[src/rtl/wave_fetch_scheduler_if.sv]
// rtl/wave_fetch_scheduler_if.sv - wave queue / instruction fetch signals of the fetch scheduler
interface wave_fetch_scheduler_if #(
  parameter int NUM_WF = 8,
  localparam int ID_W = $clog2(NUM_WF)
);
  logic [NUM_WF-1:0] wf_valid;
  logic [NUM_WF-1:0] wf_stop_fetch;
  logic [NUM_WF-1:0] wf_flush;
  logic              fetch_req;
  logic [ID_W-1:0]   fetch_wf_id;
  logic              fetch_gnt;
  logic              fetch_rsp_valid;
  logic [NUM_WF-1:0] q_vtail_incr;
  logic [NUM_WF-1:0] q_wr;
  logic              busy;
  logic              rsp_err;

  modport master (
    input  wf_valid, wf_stop_fetch, wf_flush, fetch_gnt, fetch_rsp_valid,
    output fetch_req, fetch_wf_id, q_vtail_incr, q_wr, busy, rsp_err
  );

  modport slave (
    output wf_valid, wf_stop_fetch, wf_flush, fetch_gnt, fetch_rsp_valid,
    input  fetch_req, fetch_wf_id, q_vtail_incr, q_wr, busy, rsp_err
  );
endinterface

[src/rtl/wave_fetch_scheduler.sv]
// rtl/wave_fetch_scheduler.sv - round-robin instruction fetch scheduler, one fetch outstanding
module wave_fetch_scheduler #(
  parameter int NUM_WF = 8,
  localparam int ID_W = $clog2(NUM_WF)
) (
  input  logic                  clk,
  input  logic                  rst,
  wave_fetch_scheduler_if.master bus
);

  typedef enum logic [1:0] {
    IDLE     = 2'd0,
    REQ      = 2'd1,
    WAIT_RSP = 2'd2
  } state_t;

  state_t            state, state_nxt;
  logic [ID_W-1:0]   rr_ptr, rr_ptr_nxt;
  logic [ID_W-1:0]   fetch_wf_id, fetch_wf_id_nxt;
  logic              drop, drop_nxt;
  logic              rsp_err, rsp_err_nxt;

  logic [NUM_WF-1:0] elig;
  logic [NUM_WF-1:0] id_onehot;
  logic              win_found;
  logic [ID_W-1:0]   win_id;
  logic              flush_cur;

  logic              fetch_req_c;
  logic              busy_c;
  logic [NUM_WF-1:0] q_vtail_incr_c;
  logic [NUM_WF-1:0] q_wr_c;

  assign elig      = bus.wf_valid & ~bus.wf_stop_fetch & ~bus.wf_flush;
  assign id_onehot = NUM_WF'(1) << fetch_wf_id;
  assign flush_cur = bus.wf_flush[fetch_wf_id];

  // Search begins just past the last winner; the sum wraps naturally in ID_W bits.
  always_comb begin
    win_found = 1'b0;
    win_id    = rr_ptr;
    for (int k = 1; k <= NUM_WF; k++) begin
      if (!win_found && elig[rr_ptr + ID_W'(k)]) begin
        win_found = 1'b1;
        win_id    = rr_ptr + ID_W'(k);
      end
    end
  end

  always_comb begin
    state_nxt       = state;
    rr_ptr_nxt      = rr_ptr;
    fetch_wf_id_nxt = fetch_wf_id;
    drop_nxt        = drop;
    rsp_err_nxt     = rsp_err | (bus.fetch_rsp_valid && (state != WAIT_RSP));
    fetch_req_c     = 1'b0;
    busy_c          = 1'b0;
    q_vtail_incr_c  = '0;
    q_wr_c          = '0;

    case (state)
      IDLE: begin
        drop_nxt = 1'b0;
        if (win_found) begin
          fetch_wf_id_nxt = win_id;
          rr_ptr_nxt      = win_id;
          state_nxt       = REQ;
        end
      end
      REQ: begin
        fetch_req_c = 1'b1;
        busy_c      = 1'b1;
        if (flush_cur) drop_nxt = 1'b1;
        if (bus.fetch_gnt) begin
          q_vtail_incr_c = id_onehot;
          state_nxt      = WAIT_RSP;
        end
      end
      WAIT_RSP: begin
        busy_c = 1'b1;
        if (flush_cur) drop_nxt = 1'b1;
        if (bus.fetch_rsp_valid) begin
          // A flush arriving together with the response still kills the write.
          if (!drop && !flush_cur) q_wr_c = id_onehot;
          drop_nxt  = 1'b0;
          state_nxt = IDLE;
        end
      end
      default: begin
        drop_nxt  = 1'b0;
        state_nxt = IDLE;
      end
    endcase
  end

  always_ff @(posedge clk or posedge rst) begin
    if (rst) begin
      state       <= IDLE;
      rr_ptr      <= ID_W'(NUM_WF - 1);
      fetch_wf_id <= '0;
      drop        <= 1'b0;
      rsp_err     <= 1'b0;
    end else begin
      state       <= state_nxt;
      rr_ptr      <= rr_ptr_nxt;
      fetch_wf_id <= fetch_wf_id_nxt;
      drop        <= drop_nxt;
      rsp_err     <= rsp_err_nxt;
    end
  end

  assign bus.fetch_req    = fetch_req_c;
  assign bus.fetch_wf_id  = fetch_wf_id;
  assign bus.q_vtail_incr = q_vtail_incr_c;
  assign bus.q_wr         = q_wr_c;
  assign bus.busy         = busy_c;
  assign bus.rsp_err      = rsp_err;

endmodule

[src/flat_wrapper.sv]
// flat-port wrapper written by rule: the top's interface ports become plain ports
module wave_fetch_scheduler_flat 
#(
  parameter int NUM_WF = 8,
  localparam int ID_W = $clog2(NUM_WF)
)
  (clk, rst, bus_wf_valid, bus_wf_stop_fetch, bus_wf_flush, bus_fetch_gnt, bus_fetch_rsp_valid, bus_fetch_req, bus_fetch_wf_id, bus_q_vtail_incr, bus_q_wr, bus_busy, bus_rsp_err);
  wave_fetch_scheduler_if #(.NUM_WF(NUM_WF)) bus_i ();
  input  logic clk;
  input  logic rst;
  input wire logic [$bits(bus_i.wf_valid)-1:0] bus_wf_valid;
  input wire logic [$bits(bus_i.wf_stop_fetch)-1:0] bus_wf_stop_fetch;
  input wire logic [$bits(bus_i.wf_flush)-1:0] bus_wf_flush;
  input wire logic [$bits(bus_i.fetch_gnt)-1:0] bus_fetch_gnt;
  input wire logic [$bits(bus_i.fetch_rsp_valid)-1:0] bus_fetch_rsp_valid;
  output wire logic [$bits(bus_i.fetch_req)-1:0] bus_fetch_req;
  output wire logic [$bits(bus_i.fetch_wf_id)-1:0] bus_fetch_wf_id;
  output wire logic [$bits(bus_i.q_vtail_incr)-1:0] bus_q_vtail_incr;
  output wire logic [$bits(bus_i.q_wr)-1:0] bus_q_wr;
  output wire logic [$bits(bus_i.busy)-1:0] bus_busy;
  output wire logic [$bits(bus_i.rsp_err)-1:0] bus_rsp_err;
  assign bus_i.wf_valid = bus_wf_valid;
  assign bus_i.wf_stop_fetch = bus_wf_stop_fetch;
  assign bus_i.wf_flush = bus_wf_flush;
  assign bus_i.fetch_gnt = bus_fetch_gnt;
  assign bus_i.fetch_rsp_valid = bus_fetch_rsp_valid;
  assign bus_fetch_req = bus_i.fetch_req;
  assign bus_fetch_wf_id = bus_i.fetch_wf_id;
  assign bus_q_vtail_incr = bus_i.q_vtail_incr;
  assign bus_q_wr = bus_i.q_wr;
  assign bus_busy = bus_i.busy;
  assign bus_rsp_err = bus_i.rsp_err;
  wave_fetch_scheduler #(.NUM_WF(NUM_WF)) u_core (.clk(clk), .rst(rst), .bus(bus_i));
endmodule
[config.mk]
export PLATFORM = sky130hd
export DESIGN_NAME = wave_fetch_scheduler_flat
export DESIGN_NICKNAME = d
export VERILOG_FILES = /design/src/rtl/wave_fetch_scheduler_if.sv /design/src/rtl/wave_fetch_scheduler.sv /design/src/flat_wrapper.sv
export SDC_FILE = /design/constraint.sdc
export NUM_CORES = 1
export LEC_CHECK = 0
export CAP_MARGIN = 20
export CORE_ASPECT_RATIO = 1.2
export CORE_UTILIZATION = 51
export DETAILED_ROUTE_END_ITERATION = 7
export GPL_ROUTABILITY_DRIVEN = 0
export MAX_ROUTING_LAYER = met4
export PLACE_DENSITY = 0.84
export SLEW_MARGIN = 10
export SYNTH_ARGS = -nofsm -noshare
export SYNTH_HDL_FRONTEND = slang
export SYNTH_SLANG_ARGS = --single-unit
export TNS_END_PERCENT = 1
[constraint.sdc]
create_clock -name clk -period 4.3 [get_ports clk]
set_clock_uncertainty 0.1 [all_clocks]
set_input_delay 0.86 -clock clk [delete_from_list [all_inputs] [get_ports clk]]
set_output_delay 0.86 -clock clk [all_outputs]
set_load 0.01 [all_outputs]
==> results.json, run 1 <==
{
  "status": "finished, final reports clean",
  "num_io_pins": 50,
  "cts_tree": "yes",
  "drt-pass1-iter-count": 4,
  "insertion_delay_ns": 0.23,
  "setup.worst_path.start_class": "primary input",
  "cts_hold_buf": 0,
  "dieArea_um2": 4158,
  "netlist_instances": 231,
  "path_class": "in -> out",
  "vias": 2136,
  "core_um2": 3694,
  "drive_above_1_share_pct": 16.97,
  "synth_enable_flop_cells": 0,
  "syn_avg_cell_area_um2": 8.618,
  "synth_area_um2": 1991,
  "cts_setup_buffers": 0,
  "synth-seq-cells": 10,
  "ant_nets": 0,
  "setup_tns_ns": 0,
  "worst_hold_slack_ns": 0.3532,
  "drv_cap": 0,
  "power_density_nw_per_um2": 807.7,
  "rsz0062_at_grt": "false",
  "clk_pin_slew_ns": 0.05,
  "nNetsFinal": 311,
  "row_count": 24,
  "numCtsBuffers": 3,
  "final_area_um2": 2564,
  "grt_pass1_vias": 2171,
  "netlist-cell-type-count": 66,
  "grt_max_degree": 25,
  "synthArstFlopShare_pct": 100.0,
  "cp-end-kind": "primary output",
  "io_buffer_count": 49,
  "place_area_um2": 2506,
  "finalHoldViolCount": 0,
  "wl_mm": 5.925,
  "p_leak_uw": 0.0009422,
  "drt_iter0_markers": 166,
  "via_per_inst": 6.492,
  "synth_warnings": 0,
  "cts_sinks": 10,
  "ys.flop_type": "dfrtp_1",
  "hp-class": "reg -> reg",
  "placed_cells": 325,
  "die_height_um": 70.44,
  "slew_violations": 0,
  "ctsRootBufferMaster": "clkbuf_8",
  "timing.final.crit_share_pct": 97.03,
  "dpl.hpwl_mm": 4.560,
  "die_x_um": 59.03,
  "critPathArrivalTime_ns": 3.21,
  "path_max_fanout": 4,
  "tightest_slew_ns": 0.7391,
  "post-route-drc-count": 0,
  "fin_cells": 329,
  "grt_pass1_wl_mm": 9.991,
  "max_slew_margin_pct": 50.73,
  "antenna_found_initial": 0,
  "required_ns": 3.34,
  "htreeDepth": 1,
  "fmax_ghz": 0.2397,
  "layout_min_cycle_time_ns": 4.172,
  "clk_path_buf_depth": 2,
  "wl_per_cell_um": 18.01,
  "setup_violations": 0,
  "grt-ovfl-total": 0,
  "synth-seq-area-share_pct": 12.76,
  "synthesis.nets": 264,
  "grt_usage_pct": 31.93,
  "diodes": 0,
  "start_util_pct": 53.90,
  "syn_to_final_growth_pct": 28.79,
  "ir_worst_vdd_uv": 441.8
}
==> flip-flops by register name (all words and copies together), names as in the netlist <==
| name | count |
|---|---|
| u_core.bus.rsp_err | 1 |
| u_core.state | 2 |
| u_core.drop | 1 |
| u_core.bus.fetch_wf_id | 3 |
| u_core.rr_ptr | 3 |
==> cells in the mapped netlist, types with 3 or more instances <==
| cell | n | area [um^2] |
|---|---|---|
| mux4_2 | 11 | 247.7 |
| nor2_1 | 20 | 75.07 |
| o31ai_1 | 3 | 22.52 |
| and2_1 | 3 | 18.77 |
| a21o_1 | 3 | 22.52 |
| inv_1 | 8 | 30.03 |
| nand4_1 | 8 | 50.05 |
| nand2_1 | 17 | 63.81 |
| or3b_2 | 6 | 52.55 |
| a21oi_1 | 7 | 35.03 |
| nand3_1 | 5 | 25.02 |
| mux2i_1 | 10 | 100.1 |
| nor3_1 | 8 | 40.04 |
| ha_1 | 5 | 62.56 |
| buf_2 | 4 | 20.02 |
| a211o_1 | 3 | 26.28 |
| nor4b_1 | 5 | 43.79 |
| nand2b_1 | 4 | 25.02 |
| o2111ai_1 | 4 | 35.03 |
| nor3b_1 | 8 | 60.06 |
| a2111oi_0 | 4 | 35.03 |
| a2111o_1 | 3 | 33.78 |
| dfstp_2 | 3 | 78.83 |
| dfrtp_1 | 7 | 175.2 |
| clkbuf_1 | 6 | 22.52 |
| o21ai_0 | 7 | 35.03 |
| a2111oi_1 | 4 | 40.04 |
==> metrics by stage <==
stage	total power, uW	utilization [%]	worst slack, ns
finish	2071	69.41	0.1275
global route	2239	69.41	0.07385
CTS	2042	69.34	0.08439
detailed placement	1901	67.85	0.09243
global placement	1865	67.85	0.1203
floorplan	1548	-	0.8459
==> final timing paths <==
check,from,to,slack (ns),depth (start not counted)
max reg2reg,u_core.rr_ptr[1],u_core.bus.fetch_wf_id[1],0.67,10
max in group asynchronous,rst,u_core.rr_ptr[2],2.99,2
min,u_core.bus.rsp_err,u_core.bus.rsp_err,0.35,1
min reg2reg,u_core.bus.rsp_err,u_core.bus.rsp_err,0.35,1
max,bus_wf_flush[6],bus_q_wr[5],0.13,5
min in group asynchronous,rst,u_core.state[0],0.80,2
==> worst max-delay path, cell delays in order <==
cell,delay [ns]
clkdlybuf4s50_1,0.46
mux4_2,0.51
or4b_2,0.71
nor2_1,0.13
clkdlybuf4s50_1,0.54
==> cells by family (layout without fill, tap and decap cells) <==
kind of cell    after synthesis  in the layout  synth area share, %
compound gates               55             55                21.43
xor+xnor                      5              5                2.578
fa+ha+maj                     5              5                3.143
buf+inv                      25             71                7.353
flops                        10             10                12.76
mux                          24             24                19.30
simple gates                107            107                33.44
==> layout make-up <==
type	instances	area, um^2
fillers	312	1130
well taps	52	65.06
inverters	9	38.79
multi-input cells	196	1590
repair buffers	58	560.5
clock buffers	4	55.05
flip-flops and latches	10	254.0
==> cell usage in the layout, fill, tap and decap left out, drive strengths merged, types with 6 or more instances in the layout <==
master         Yosys  routed
a2111oi            8       8
a21oi              7       7
buf               10       9
clkdlybuf4s50      0      48
dfrtp              7       7
inv                9       9
mux2i             11      11
mux4              11      11
nand2             17      17
nand4              9       9
nor2              20      20
nor3               8       8
nor3b              9       9
o21ai              7       7
or3b               6       6
==> layer usage <==
| layer | part of all wire, % | global-route usage [%] |
|---|---|---|
| met1 | 39 | 38.50 |
| met2 | 52 | 54.67 |
| met3 | 5.8 | 2.407 |
| met4 | 2.9 | 11.64 |
| met5 | 0 | - |
==> where the power goes <==
part / switching [uW] / internal (uW)
Sequential: 84.4 / 156
Combinational: 973 / 741
Clock: 36.1 / 80.4
Total: 1090 / 977
==> repair_timing <==
item	CTS	global route
hold endpoints to repair	0	0
resized for setup	0	1
setup endpoints to repair	0	1
Note: power is estimated with default switching activity, not from simulation.
==> run 2: changes to the inputs <==
--- a/config.mk
+++ b/config.mk
@@ -6,12 +6,14 @@
 export NUM_CORES = 1
 export LEC_CHECK = 0
 export CAP_MARGIN = 20
+export CELL_PAD_IN_SITES_DETAIL_PLACEMENT = 0
+export CELL_PAD_IN_SITES_GLOBAL_PLACEMENT = 1
 export CORE_ASPECT_RATIO = 1.2
-export CORE_UTILIZATION = 51
+export CORE_UTILIZATION = 37
 export DETAILED_ROUTE_END_ITERATION = 7
 export GPL_ROUTABILITY_DRIVEN = 0
 export MAX_ROUTING_LAYER = met4
-export PLACE_DENSITY = 0.84
+export PLACE_DENSITY = 0.82
 export SLEW_MARGIN = 10
 export SYNTH_ARGS = -nofsm -noshare
 export SYNTH_HDL_FRONTEND = slang
==> results.json, run 2 (synthesis gave the netlist of run 1 again) <==
{
  "status": "finished, final reports clean",
  "slew_violations": 0,
  "numCtsBuffers": 3,
  "path_max_fanout": 4,
  "insertion_delay_ns": 0.23,
  "grt_max_degree": 25,
  "clk_path_buf_depth": 2,
  "reg_top3": "u_core.bus.fetch_wf_id x3, u_core.rr_ptr x3, u_core.state x2",
  "die_x_um": 68.96,
  "ant_nets": 0,
  "fmax_ghz": 0.2386,
  "max_slew_margin_pct": 50.78,
  "clk_pin_slew_ns": 0.05,
  "required_ns": 3.34,
  "via_per_inst": 6.203,
  "p_leak_uw": 0.0009324,
  "tightest_slew_ns": 0.7368,
  "drive_above_1_share_pct": 17.50,
  "cts_resized": 0,
  "start_util_pct": 39.46,
  "layout_min_cycle_time_ns": 4.192,
  "io_buffer_count": 49,
  "dpl.hpwl_mm": 4.844,
  "cts_setup_buffers": 0,
  "cts_sinks": 10,
  "grt_usage_pct": 23.13,
  "antenna_found_initial": 0,
  "cp-end-kind": "primary output",
  "die_height_um": 82.35,
  "nNetsFinal": 314,
  "htreeDepth": 1,
  "hp-class": "reg -> reg",
  "setup_tns_ns": 0,
  "wl_mm": 5.870,
  "setup.worst_path.start_class": "primary input",
  "wl_met2_mm": 3.110,
  "highest_layer": "met4",
  "rsz0062_at_grt": "false",
  "post-route-drc-count": 0,
  "row_count": 28,
  "grt_pass1_vias": 1962,
  "drt-pass1-iter-count": 4,
  "cts_tree": "yes",
  "syn_to_final_growth_pct": 29.79,
  "grt_pass1_wl_mm": 9.618,
  "vias": 2109,
  "critPathArrivalTime_ns": 3.23,
  "fin_cells": 340,
  "timing.final.crit_share_pct": 97.48,
  "wl_per_cell_um": 17.26,
  "diodes": 0,
  "rr_worst_depth": 9,
  "placed_cells": 336,
  "fin_util_pct": 51.22,
  "dieArea_um2": 5679,
  "finalHoldViolCount": 0,
  "mostFrequentLayoutCells": "clkdlybuf4s50_1, nor2_1, nand2_1, buf_4, mux4_2",
  "power_density_nw_per_um2": 799.7,
  "path_class": "in -> out",
  "ctsRootBufferMaster": "clkbuf_8",
  "setup_violations": 0,
  "ir_worst_vdd_uv": 463.4,
  "mostFrequentLayoutCell": "clkdlybuf4s50_1",
  "cts_hold_buf": 0,
  "routed-wl-met3_um": 289,
  "core_um2": 5045,
  "num_io_pins": 50,
  "drv_cap": 0,
  "drt_iter0_markers": 136,
  "hold_path_depth": 1,
  "grt-ovfl-total": 0,
  "wl_met1_mm": 2.387
}
==> run 2: cell count changes in the layout (fill, tap and decap cells not counted), sizes merged <==
cell | previous run | this run
clkdlybuf4s50 | 48 | 49
dlymetal6s2s | 1 | 0
buf | 9 | 12
==> run 2: stage by stage <==
stage                     setup slack [ns]  cell area, um^2  power (uW)  hold WS (ns)
after floorplan                     0.8459             1991        1548        0.3890
after global placement              0.1258             2539        1947        0.3407
after detailed placement            0.1179             2539        1955        0.3435
after CTS                           0.1139             2584        2060        0.3550
after global routing               0.05065             2584        2265        0.3896
final                               0.1083             2584        2066        0.3540
==> run 2: where the power goes <==
group	total, uW	internal, uW	switching, uW	leakage [uW]
sequential	237	156	81.8	0.000115
combinational	1730	772	957	0.000795
clock	100	64.8	35.5	0.0000228
total	2070	992	1070	0.000932
==> run 2: worst paths after layout <==
path | start | slack (ns) | to
hold reg to reg | u_core.bus.rsp_err | 0.35 | u_core.bus.rsp_err
max in group asynchronous | rst | 2.97 | u_core.rr_ptr[1]
setup / recovery | bus_wf_flush[6] | 0.11 | bus_q_wr[4]
setup reg to reg | u_core.rr_ptr[1] | 0.90 | u_core.bus.fetch_wf_id[1]
hold / removal | u_core.bus.rsp_err | 0.35 | u_core.bus.rsp_err
min in group asynchronous | rst | 0.80 | u_core.bus.fetch_wf_id[1]
==> run 2: routing by layer <==
layer	vias to the layer above	track usage (%)
met4	0	6.531
met2	74	42.04
li1	1022	-
met1	1003	26.99
met3	10	1.236
met5	-	-
==> run 2: area by class of cell <==
cell class / instances / area (um^2)
clock buffers: 4 / 45.04
fillers: 511 / 2461
inverters: 9 / 38.79
multi-input cells: 196 / 1590
flip-flops and latches: 10 / 254.0
well taps: 60 / 75.07
repair buffers: 61 / 580.6
==> run 2: worst max-delay path: stages <==
cell and delay [ns]:
clkdlybuf4s50_1 0.46, mux4_2 0.50, or4b_2 0.70, nor3_1 0.16
clkdlybuf4s50_1 0.56
==> run 3: changes to the inputs <==
--- a/config.mk
+++ b/config.mk
@@ -5,15 +5,17 @@
 export SDC_FILE = /design/constraint.sdc
 export NUM_CORES = 1
 export LEC_CHECK = 0
+export ABC_AREA = 1
 export CAP_MARGIN = 20
 export CELL_PAD_IN_SITES_DETAIL_PLACEMENT = 0
 export CELL_PAD_IN_SITES_GLOBAL_PLACEMENT = 1
 export CORE_ASPECT_RATIO = 1.2
-export CORE_UTILIZATION = 37
+export CORE_UTILIZATION = 30
+export CTS_CLUSTER_SIZE = 8
 export DETAILED_ROUTE_END_ITERATION = 7
 export GPL_ROUTABILITY_DRIVEN = 0
 export MAX_ROUTING_LAYER = met4
-export PLACE_DENSITY = 0.82
+export PLACE_DENSITY = 0.81
 export SLEW_MARGIN = 10
 export SYNTH_ARGS = -nofsm -noshare
 export SYNTH_HDL_FRONTEND = slang
==> results.json, run 3 <==
{
  "drv_cap": 0,
  "reg_top3": "u_core.bus.fetch_wf_id x3, u_core.rr_ptr x3, u_core.state x2",
  "nNetsFinal": 319,
  "synth_area_leaders": "nand2_1, dfrtp_1, nor2_1",
  "core_um2": 4594,
  "grt_max_degree": 14,
  "die_height_um": 77.93,
  "grt_usage_pct": 18.03,
  "cp-end-kind": "primary output",
  "worstHoldStart": "u_core.bus.rsp_err",
  "internal-power_uw": 706.5,
  "drive_above_1_share_pct": 11.93,
  "layout_min_cycle_time_ns": 3.835,
  "yosys.area.top_type": "nand2_1",
  "switching_power_uw": 946.1,
  "setup_tns_ns": 0,
  "r2r-start": "u_core.rr_ptr[0]",
  "timing.final.crit_share_pct": 89.18,
  "die_x_um": 65.28,
  "cts_tree": "yes",
  "path_class": "in -> out",
  "netlist_instances": 237,
  "syn_to_final_growth_pct": 39.24,
  "synthTopCellsByCount": "nand2_1, nor2_1, nand3_1",
  "dpl.hpwl_mm": 3.497,
  "mostFrequentLayoutCell": "nand2_1",
  "required_ns": 3.34,
  "grt_pass1_vias": 1631,
  "synthArstFlopShare_pct": 100.0,
  "synth_enable_flop_cells": 0,
  "clk_pin_slew_ns": 0.05,
  "fmax_ghz": 0.2608,
  "post-route-drc-count": 0,
  "start_util_pct": 31.37,
  "mostFrequentLayoutCells": "nand2_1, clkdlybuf4s50_1, nor2_1, nand3_1, inv_1",
  "power_density_nw_per_um2": 823.4,
  "dieArea_um2": 5087,
  "io_buffer_count": 49,
  "syn_avg_cell_area_um2": 6.082,
  "combPwrFrac_pct": 79.9,
  "drt_iter0_markers": 87,
  "synth-seq-area-share_pct": 17.62,
  "wl_mm": 4.177,
  "pwr-share-clk_pct": 5.8,
  "htreeDepth": 1,
  "swShare_pct": 57.25,
  "hp-class": "reg -> reg",
  "path_max_fanout": 8,
  "grt_pass1_wl_mm": 7.148,
  "final_area_um2": 2007,
  "worst_hold_slack_ns": 0.3785,
  "cts_setup_buffers": 0,
  "row_count": 27,
  "antenna_found_initial": 0,
  "post-synth-top-area-fraction_pct": 17.19,
  "netlist-cell-type-count": 32,
  "setup_ws_ns": 0.4654,
  "setup_violations": 0,
  "finalHoldViolCount": 0,
  "p_seq_share_pct": 14.2,
  "drt-pass1-iter-count": 4,
  "post-synth-top-count-cell": "nand2_1",
  "ir_worst_vdd_uv": 385.8,
  "cts_resized": 0,
  "vias": 1602,
  "ys.flop_type": "dfrtp_1",
  "cts_sinks": 10,
  "cts_hold_buf": 0,
  "status": "finished, final reports clean",
  "p_leak_uw": 0.0009106,
  "clk_path_buf_depth": 2,
  "via_per_inst": 4.671,
  "critPathArrivalTime_ns": 2.87,
  "diodes": 0,
  "synth_warnings": 0,
  "max_slew_margin_pct": 74.74,
  "wl_per_cell_um": 12.18,
  "power_uw": 1653,
  "setup.worst_path.start_class": "primary input",
  "slew_violations": 0,
  "synth_area_um2": 1441,
  "insertion_delay_ns": 0.23,
  "num_io_pins": 50,
  "numCtsBuffers": 3,
  "startpoint": "bus_wf_flush[7]",
  "rsz0062_at_grt": "false",
  "grt-ovfl-total": 0,
  "ctsRootBufferMaster": "clkbuf_8",
  "place_area_um2": 1962,
  "tightest_slew_ns": 0.3771,
  "pre_cts_slack_ns": 0.4658,
  "synthesis.nets": 270,
  "synth-seq-cells": 10,
  "ant_nets": 0
}
## run 3: changes by cell type in the layout (fill, tap and decap cells not counted), sizes merged, moves of 6 or more
| cell | previous run | this run |
|---|---|---|
| nor3 | 8 | 2 |
| nand3 | 5 | 43 |
| or3b | 6 | 0 |
| nor2 | 20 | 49 |
| nor3b | 9 | 0 |
| a2111oi | 8 | 0 |
| inv | 9 | 25 |
| buf | 12 | 0 |
| mux4 | 11 | 0 |
| mux2i | 11 | 0 |
| nand2 | 17 | 70 |
## run 3: kinds of logic after synthesis
logic type | synth area share, %
AO/OA/AOI/OAI | 8.854
XOR/XNOR | 2.865
adder cells (fa/ha/maj) | 4.340
buffers and inverters | 9.721
flip-flops | 17.62
AND/OR/NAND/NOR | 56.60
## run 3: routing by layer
layer  wire length (um)  share of wire, %  vias up  global-route usage, %
met5                  0                 0        -                      -
met4                 46               1.1        0                  3.696
met3                172               4.1        6                  1.912
met2               2052                49       37                  31.96
met1               1906                46      697                  21.61
li1                   -                 -      862                      -
## run 3: power by group through the flow
stage               Sequential [uW]  Clock [uW]  Combinational [uW]
floorplan                       191           0                1070
global placement                241           0                1320
detailed placement              237           0                1320
CTS                             238         101                1330
global route                    249         108                1490
finish                          235        96.6                1320
## run 3: critical path, cell delays in order
cell and delay, ns:
clkdlybuf4s50_1 0.44, a22oi_1 0.20, a21oi_1 0.10, nor3_1 0.26, nand3_1 0.29, nor2_1 0.18
clkdlybuf4s50_1 0.55
## run 3: per-stage QoR
step	std cells	utilization, %
detailed placement	339	42.70
floorplan	237	-
CTS	343	43.68
global route	343	43.68
finish	343	43.68
global placement	339	42.70
## run 3: path summary, 6_finish.rpt
path	to	slack (ns)	cells past startpoint
max	bus_q_wr[1]	0.47	7
min	u_core.bus.rsp_err	0.38	1
max reg2reg	u_core.bus.fetch_wf_id[0]	1.28	14
min reg2reg	u_core.bus.rsp_err	0.38	1
max in group asynchronous	u_core.rr_ptr[2]	2.99	2
min in group asynchronous	u_core.bus.rsp_err	0.80	2
## run 3: final cells by class
type | count | area (um^2)
inverter | 26 | 97.59
sequential | 10 | 254.0
multi-input combinational | 196 | 1047
fill | 495 | 2587
timing repair buffer | 49 | 490.5
clock buffer | 4 | 45.04
tap | 58 | 72.57
